<file path="src/rtl/mmio_uart_tx_pkg.sv">
// Shared definitions for the memory-mapped UART transmitter: register offsets,
// TX FSM state encoding and the STATUS word layout.
package mmio_uart_tx_pkg;

  localparam int BIT_WIDTH = 32;
  localparam int BYTE_W    = 8;

  localparam logic [3:0] UART_TXDATA_OFS  = 4'h0;
  localparam logic [3:0] UART_STATUS_OFS  = 4'h4;
  localparam logic [3:0] UART_TXCOUNT_OFS = 4'h8;

  localparam int STATUS_OVF_BIT = 3;

  typedef enum logic [1:0] {
    TX_IDLE  = 2'd0,
    TX_START = 2'd1,
    TX_DATA  = 2'd2,
    TX_STOP  = 2'd3
  } tx_state_e;

  function automatic logic [BIT_WIDTH-1:0] pack_status(
    input logic [7:0] fifo_count,
    input logic       overflow,
    input logic       busy,
    input logic       empty,
    input logic       full
  );
    logic [BIT_WIDTH-1:0] s;
    s       = '0;
    s[0]    = full;
    s[1]    = empty;
    s[2]    = busy;
    s[3]    = overflow;
    s[15:8] = fifo_count;
    return s;
  endfunction

endpackage

</file>
<file path="src/rtl/mmio_uart_tx_fifo.sv">
// Synchronous byte FIFO; a push into a full FIFO is still accepted when a pop
// happens on the same edge. Output data is the head entry, read asynchronously.
module uart_fifo
  import mmio_uart_tx_pkg::*;
#(
  parameter int DEPTH = 8
) (
  input  logic                     clk,
  input  logic                     rst,
  input  logic                     push,
  input  logic                     pop,
  input  logic [BYTE_W-1:0]        din,
  output logic [BYTE_W-1:0]        dout,
  output logic                     full,
  output logic                     empty,
  output logic [$clog2(DEPTH):0]   count
);

  localparam int AW = $clog2(DEPTH);
  localparam logic [AW:0] DEPTH_C = (AW+1)'(DEPTH);

  logic [BYTE_W-1:0] mem_q [DEPTH];
  logic [AW-1:0]     wr_ptr_q, wr_ptr_d;
  logic [AW-1:0]     rd_ptr_q, rd_ptr_d;
  logic [AW:0]       count_q, count_d;
  logic              push_ok, pop_ok;

  always_comb begin
    pop_ok   = pop && (count_q != '0);
    push_ok  = push && ((count_q != DEPTH_C) || pop_ok);
    wr_ptr_d = wr_ptr_q;
    rd_ptr_d = rd_ptr_q;
    count_d  = count_q;
    if (push_ok) wr_ptr_d = wr_ptr_q + 1'b1;
    if (pop_ok)  rd_ptr_d = rd_ptr_q + 1'b1;
    case ({push_ok, pop_ok})
      2'b10:   count_d = count_q + 1'b1;
      2'b01:   count_d = count_q - 1'b1;
      default: count_d = count_q;
    endcase
  end

  always_ff @(posedge clk) begin
    if (push_ok) mem_q[wr_ptr_q] <= din;
  end

  always_ff @(posedge clk) begin
    if (rst) begin
      wr_ptr_q <= '0;
      rd_ptr_q <= '0;
      count_q  <= '0;
    end else begin
      wr_ptr_q <= wr_ptr_d;
      rd_ptr_q <= rd_ptr_d;
      count_q  <= count_d;
    end
  end

  assign dout  = mem_q[rd_ptr_q];
  assign full  = (count_q == DEPTH_C);
  assign empty = (count_q == '0);
  assign count = count_q;

endmodule

</file>
<file path="src/rtl/mmio_uart_tx.sv">
// Memory-mapped 8N1 UART transmitter: bus decode, register file, byte FIFO,
// TX FSM with baud counter and a wrapping count of fully sent bytes.
module mmio_uart_tx
  import mmio_uart_tx_pkg::*;
#(
  parameter logic [31:0] BASE_ADDR    = 32'hFFFF_0000,
  parameter int          CLKS_PER_BIT = 16,
  parameter int          FIFO_DEPTH   = 8
) (
  input  logic                 InputClk,
  input  logic                 rst,
  input  logic [BIT_WIDTH-1:0] AddressBus,
  input  logic [BIT_WIDTH-1:0] DataBusOut,
  input  logic [2:0]           ControlBus,
  output logic [BIT_WIDTH-1:0] BusRdata,
  output logic                 BusHit,
  output logic                 uart_tx,
  output logic                 tx_idle
);

  localparam int CNT_W = $clog2(CLKS_PER_BIT);
  localparam logic [CNT_W-1:0] CNT_LAST = CNT_W'(CLKS_PER_BIT - 1);
  localparam int FCW = $clog2(FIFO_DEPTH) + 1;

  logic       sel, rd_en, wr_en;
  logic [3:0] ofs;
  logic       wr_txdata, wr_status, wr_txcount;

  logic              fifo_pop;
  logic [BYTE_W-1:0] fifo_dout;
  logic              fifo_full, fifo_empty;
  logic [FCW-1:0]    fifo_count;

  tx_state_e      state_q, state_d;
  logic [CNT_W-1:0] cnt_q, cnt_d;
  logic [2:0]     bit_idx_q, bit_idx_d;
  logic [7:0]     shift_q, shift_d;
  logic           tx_q, tx_d;
  logic           ovf_q, ovf_d;
  logic [31:0]    txcount_q, txcount_d;
  logic           boundary, frame_done, ovf_set;

  logic unused_bus_bits;
  assign unused_bus_bits = ^{ControlBus[0], DataBusOut[31:8]};

  always_comb begin
    sel        = (AddressBus[31:4] == BASE_ADDR[31:4]);
    rd_en      = ControlBus[1];
    wr_en      = ControlBus[2];
    ofs        = AddressBus[3:0];
    wr_txdata  = sel && wr_en && (ofs == UART_TXDATA_OFS);
    wr_status  = sel && wr_en && (ofs == UART_STATUS_OFS);
    wr_txcount = sel && wr_en && (ofs == UART_TXCOUNT_OFS);
  end

  uart_fifo #(.DEPTH(FIFO_DEPTH)) u_fifo (
    .clk   (InputClk),
    .rst   (rst),
    .push  (wr_txdata),
    .pop   (fifo_pop),
    .din   (DataBusOut[7:0]),
    .dout  (fifo_dout),
    .full  (fifo_full),
    .empty (fifo_empty),
    .count (fifo_count)
  );

  // The FSM only sees the registered FIFO state, so a push into an empty FIFO
  // is picked up one edge later (no bypass path).
  always_comb begin
    boundary   = (cnt_q == CNT_LAST);
    state_d    = state_q;
    bit_idx_d  = bit_idx_q;
    shift_d    = shift_q;
    tx_d       = tx_q;
    fifo_pop   = 1'b0;
    frame_done = 1'b0;
    cnt_d      = (state_q == TX_IDLE || boundary) ? '0 : cnt_q + 1'b1;
    case (state_q)
      TX_IDLE: begin
        tx_d = 1'b1;
        if (!fifo_empty) begin
          fifo_pop = 1'b1;
          shift_d  = fifo_dout;
          state_d  = TX_START;
          tx_d     = 1'b0;
        end
      end
      TX_START: begin
        if (boundary) begin
          state_d   = TX_DATA;
          bit_idx_d = '0;
          tx_d      = shift_q[0];
        end
      end
      TX_DATA: begin
        if (boundary) begin
          if (bit_idx_q == 3'd7) begin
            state_d = TX_STOP;
            tx_d    = 1'b1;
          end else begin
            shift_d   = {1'b0, shift_q[7:1]};
            bit_idx_d = bit_idx_q + 1'b1;
            tx_d      = shift_d[0];
          end
        end
      end
      TX_STOP: begin
        if (boundary) begin
          frame_done = 1'b1;
          if (!fifo_empty) begin
            fifo_pop = 1'b1;
            shift_d  = fifo_dout;
            state_d  = TX_START;
            tx_d     = 1'b0;
          end else begin
            state_d = TX_IDLE;
            tx_d    = 1'b1;
          end
        end
      end
      default: begin
        state_d = TX_IDLE;
        tx_d    = 1'b1;
      end
    endcase
  end

  // Clear beats increment on TXCOUNT; set beats clear on overflow.
  always_comb begin
    ovf_set   = wr_txdata && fifo_full && !fifo_pop;
    ovf_d     = ovf_q;
    txcount_d = txcount_q;
    if (wr_status && DataBusOut[STATUS_OVF_BIT]) ovf_d = 1'b0;
    if (ovf_set)                                 ovf_d = 1'b1;
    if (frame_done)                              txcount_d = txcount_q + 1'b1;
    if (wr_txcount)                              txcount_d = '0;
  end

  always_ff @(posedge InputClk) begin
    if (rst) begin
      state_q   <= TX_IDLE;
      cnt_q     <= '0;
      bit_idx_q <= '0;
      shift_q   <= '0;
      tx_q      <= 1'b1;
      ovf_q     <= 1'b0;
      txcount_q <= '0;
    end else begin
      state_q   <= state_d;
      cnt_q     <= cnt_d;
      bit_idx_q <= bit_idx_d;
      shift_q   <= shift_d;
      tx_q      <= tx_d;
      ovf_q     <= ovf_d;
      txcount_q <= txcount_d;
    end
  end

  always_comb begin
    BusHit   = sel && rd_en;
    BusRdata = '0;
    if (sel) begin
      case (ofs)
        UART_STATUS_OFS:  BusRdata = pack_status(8'(fifo_count), ovf_q,
                                                 state_q != TX_IDLE,
                                                 fifo_empty, fifo_full);
        UART_TXCOUNT_OFS: BusRdata = txcount_q;
        default:          BusRdata = '0;
      endcase
    end
  end

  assign uart_tx = tx_q;
  assign tx_idle = fifo_empty && (state_q == TX_IDLE);

endmodule
</file>
<file path="config.mk">
export PLATFORM = sky130hd
export DESIGN_NAME = mmio_uart_tx
export DESIGN_NICKNAME = d
export VERILOG_FILES = /design/src/rtl/mmio_uart_tx_pkg.sv /design/src/rtl/mmio_uart_tx_fifo.sv /design/src/rtl/mmio_uart_tx.sv
export SDC_FILE = /design/constraint.sdc
export NUM_CORES = 1
export LEC_CHECK = 0
export CAP_MARGIN = 25
export CORE_MARGIN = 4
export CORE_UTILIZATION = 53
export DETAILED_ROUTE_END_ITERATION = 16
export PLACE_DENSITY_LB_ADDON = 0.05
export RECOVER_POWER = 100
export SKIP_CTS_REPAIR_TIMING = 1
export SYNTH_ARGS = -nofsm -noshare
export SYNTH_HDL_FRONTEND = slang
export SYNTH_SLANG_ARGS = --single-unit
</file>
<file path="constraint.sdc">
create_clock -name InputClk -period 3.9 [get_ports InputClk]
set_input_delay 0.975 -clock InputClk [delete_from_list [all_inputs] [get_ports InputClk]]
set_output_delay 0.975 -clock InputClk [all_outputs]
set_load 0.005 [all_outputs]
</file>
==> results of run 1 <==
==> worst register-to-register path, stage by stage (launching register included) <==
cell,delay (ns)
dfxtp_1,0.36
inv_1,0.11
ha_1,0.45
inv_1,0.15
a21boi_1,0.09
nor4_1,0.56
nand2b_1,0.25
nor3_1,0.19
buf_4,0.23
==> placed cells by master (no fill, tap or decap), types with 17 or more instances in the layout <==
cell type         n
and2_1           27
clkbuf_16        17
nor2_1           76
xnor2_1          19
nand2_1          26
mux2i_1          23
clkdlybuf4s50_1  38
dlymetal6s2s_1   30
dfxtp_1          64
edfxtp_1         64
==> per-layer routing <==
| metal | vias to the layer above | part of all wire (%) | GRT usage, % |
|---|---|---|---|
| met3 | 8 | 6.3 | 6.448 |
| met2 | 110 | 49 | 31.63 |
| met5 | - | 0 | 0 |
| li1 | 2092 | - | - |
| met4 | 0 | 0.93 | 7.443 |
| met1 | 1992 | 44 | 25.03 |
==> state kept, by name, summed over array words and instances, names as in the netlist, named ones only <==
signal / count
u_fifo.count: 4
u_fifo.rd_ptr_q: 3
bit_idx_q: 3
shift_q: 8
u_fifo.mem_q: 64
state_q: 2
cnt_q: 4
uart_tx: 1
ovf_q: 1
txcount_q: 32
u_fifo.wr_ptr_q: 3
==> power by group through the flow <==
stage | logic, mW | registers (mW) | clock network, mW
after floorplan | 0.123 | 1.46 | 0
after detailed placement | 0.222 | 1.46 | 0
final | 0.218 | 1.43 | 1.44
after CTS | 0.223 | 1.43 | 1.48
after global routing | 0.238 | 1.43 | 1.54
after global placement | 0.217 | 1.46 | 0
==> cells by family after synthesis <==
logic type,Yosys count,share of synthesized area (%)
xor gates and xnor gates,35,5.102
buffers and inverters,33,2.228
muxes,41,10.20
DFF,128,53.31
AOI/OAI and AO/OA,45,5.061
and+or+nand+nor,226,21.59
adders and majority gates,12,2.499
==> final cells by class <==
cell class,count,area (µm²)
fillers,800,3378
flip-flops and latches,128,3203
multi-input cells,359,2653
repair buffers,97,1003
clock buffers,18,429.2
well taps,140,175.2
clock inverters,14,115.1
inverters,7,26.28
==> path summary, 6_finish.rpt <==
kind                      startpoint                      endpoint  slack, ns  cells after the start
max                   AddressBus[23]                  BusRdata[11]       0.03                      6
min              cnt_q[0]$_SDFF_PP0_           cnt_q[0]$_SDFF_PP0_       0.47                      1
max reg2reg  state_q[0]$_SDFFE_PP0P_  u_fifo.mem_q[0][3]$_DFFE_PP_       1.19                      8
min reg2reg      cnt_q[0]$_SDFF_PP0_           cnt_q[0]$_SDFF_PP0_       0.47                      1
==> through the flow <==
stage / instances / hold WS (ns) / total power, mW
CTS: 763 / 0.4664 / 3.128
global placement: 731 / 0.4459 / 1.673
floorplan: 520 / 0.4331 / 1.580
finish: 763 / 0.4691 / 3.091
detailed placement: 731 / 0.4575 / 1.680
global route: 763 / 0.4919 / 3.210
==> run summary, run 1 <==
status -> finished, final reports clean
Critical Path End Type -> primary output
Tmin final -> 3.868 ns
Clk Latency, worst-skew pair -> 0.41 ns
Num CTS Buffers -> 17
Clock Tree Root -> clkbuf_16
main flop type after synthesis -> edfxtp_1
# port buffers -> 78
sequential power share -> 46.2%
Synth Cell Area -> 0.006008 mm²
Synth async-reset ratio -> 0%
Core Box Area -> 0.01098 mm²
ANT cells -> 0
vias in the first global route -> 4091
largest cells by area after synthesis -> edfxtp_1, dfxtp_1, mux4_2
# setup viols final -> 0
Boundary Pins -> 104
placer congestion estimate -> 0.8232
clock skew -> 0.01162 ns
placed cell areas -> 0.007012 mm²
die area -> 0.01310 mm²
Int Pwr -> 2.395 mW
DRT iter0 DRCs -> 238
die height -> 114.5 µm
Static Leak -> 3.065 nW
Nets -> 691
HP Class -> flip-flop to flip-flop
top-area cell type share of the netlist area -> 31.99%
Starting Density -> 54.70%
cell count after synthesis -> 520
PwrDens -> 406.4 mW/mm²
Synth Area per Inst -> 11.55 µm²
drt first pass iters -> 4
VDD IR-drop max -> 0.4017 mV
via count -> 4202
max-cap violations -> 0
Distinct cells, synth -> 53
clk buf depth -> 2
#FFs+latches synth -> 128
CTS tree -> done
Net Sw Frac -> 22.50%
largest stage delay on the critical path -> 0.51 ns
Max-slew headroom -> 4.776%
Fmax -> 258.5 MHz
CP max stage cell -> clkdlybuf4s50_1
Final Max Tran Viols -> 0
dpl hpwl -> 8.630 mm
largest net degree at the start of global routing -> 33
clock power share -> 46.7%
overall global routing resource usage -> 19.76%
final core utilization -> 69.24%
post-route ant nets -> 0
layout cell share with drive strength beyond 1 -> 12.68%
most frequent cell after synthesis -> nor2_1
die width -> 114.5 µm
WS Path Type -> input port to primary output
register area share after synthesis -> 53.31%
worst path required time -> 2.92 ns
Fin Setup TNS -> 0 ns
CP Max Fanout -> 10
Worst Tran Pin Value -> 1.428 ns
Synth Net Count -> 601
Residual DRC -> 0
Post-Place Setup Slack -> -0.1275 ns
Reg clk slew, reported paths -> 0.06 ns
WL final -> 12.34 mm
leading area contributor after synthesis -> edfxtp_1
floorplan row count -> 38
first-pass GRT wire length -> 20.10 mm
Congestion Overflow GR -> 0
Post-synth EDFFs -> 64
crit-path leading delay family -> buffers and inverters
Sink Count -> 128
Buffers & Inverters on Critical Path -> 2
Arrival @ worst endpoint -> 2.89 ns
RSZ-0062 raised after global routing -> true
setup slack after layout -> 0.03221 ns
Final Hold Fails -> 0
CP cell instances -> clkdlybuf4s50_1, nand4_1, or3_4, or2_4, nor2_1, clkdlybuf4s50_1
period utilisation layout -> 99.17%
Area Overhead vs Synth -> 26.57%
leading cell types by count after synthesis -> nor2_1, dfxtp_1, edfxtp_1
routed len/inst -> 16.18 µm
Avg Vias per Cell -> 5.507
Comb power frac -> 7.1%
Layout Cell Area excl Fill -> 0.007605 mm²
initial antenna violation count -> 0
H-tree Lvls -> 4
Ys Warns -> 0
P_sw -> 0.6956 mW
CP dominant cell by count -> clkdlybuf4s50_1
crit path launch type -> input port
Note: power is estimated with default switching activity, not from simulation.
==> run 2: changes to the inputs <==
- CAP_MARGIN: 25 -> 15
==> results of run 2 <==
The final DEF is identical to that of run 1; final timing and power are the same.
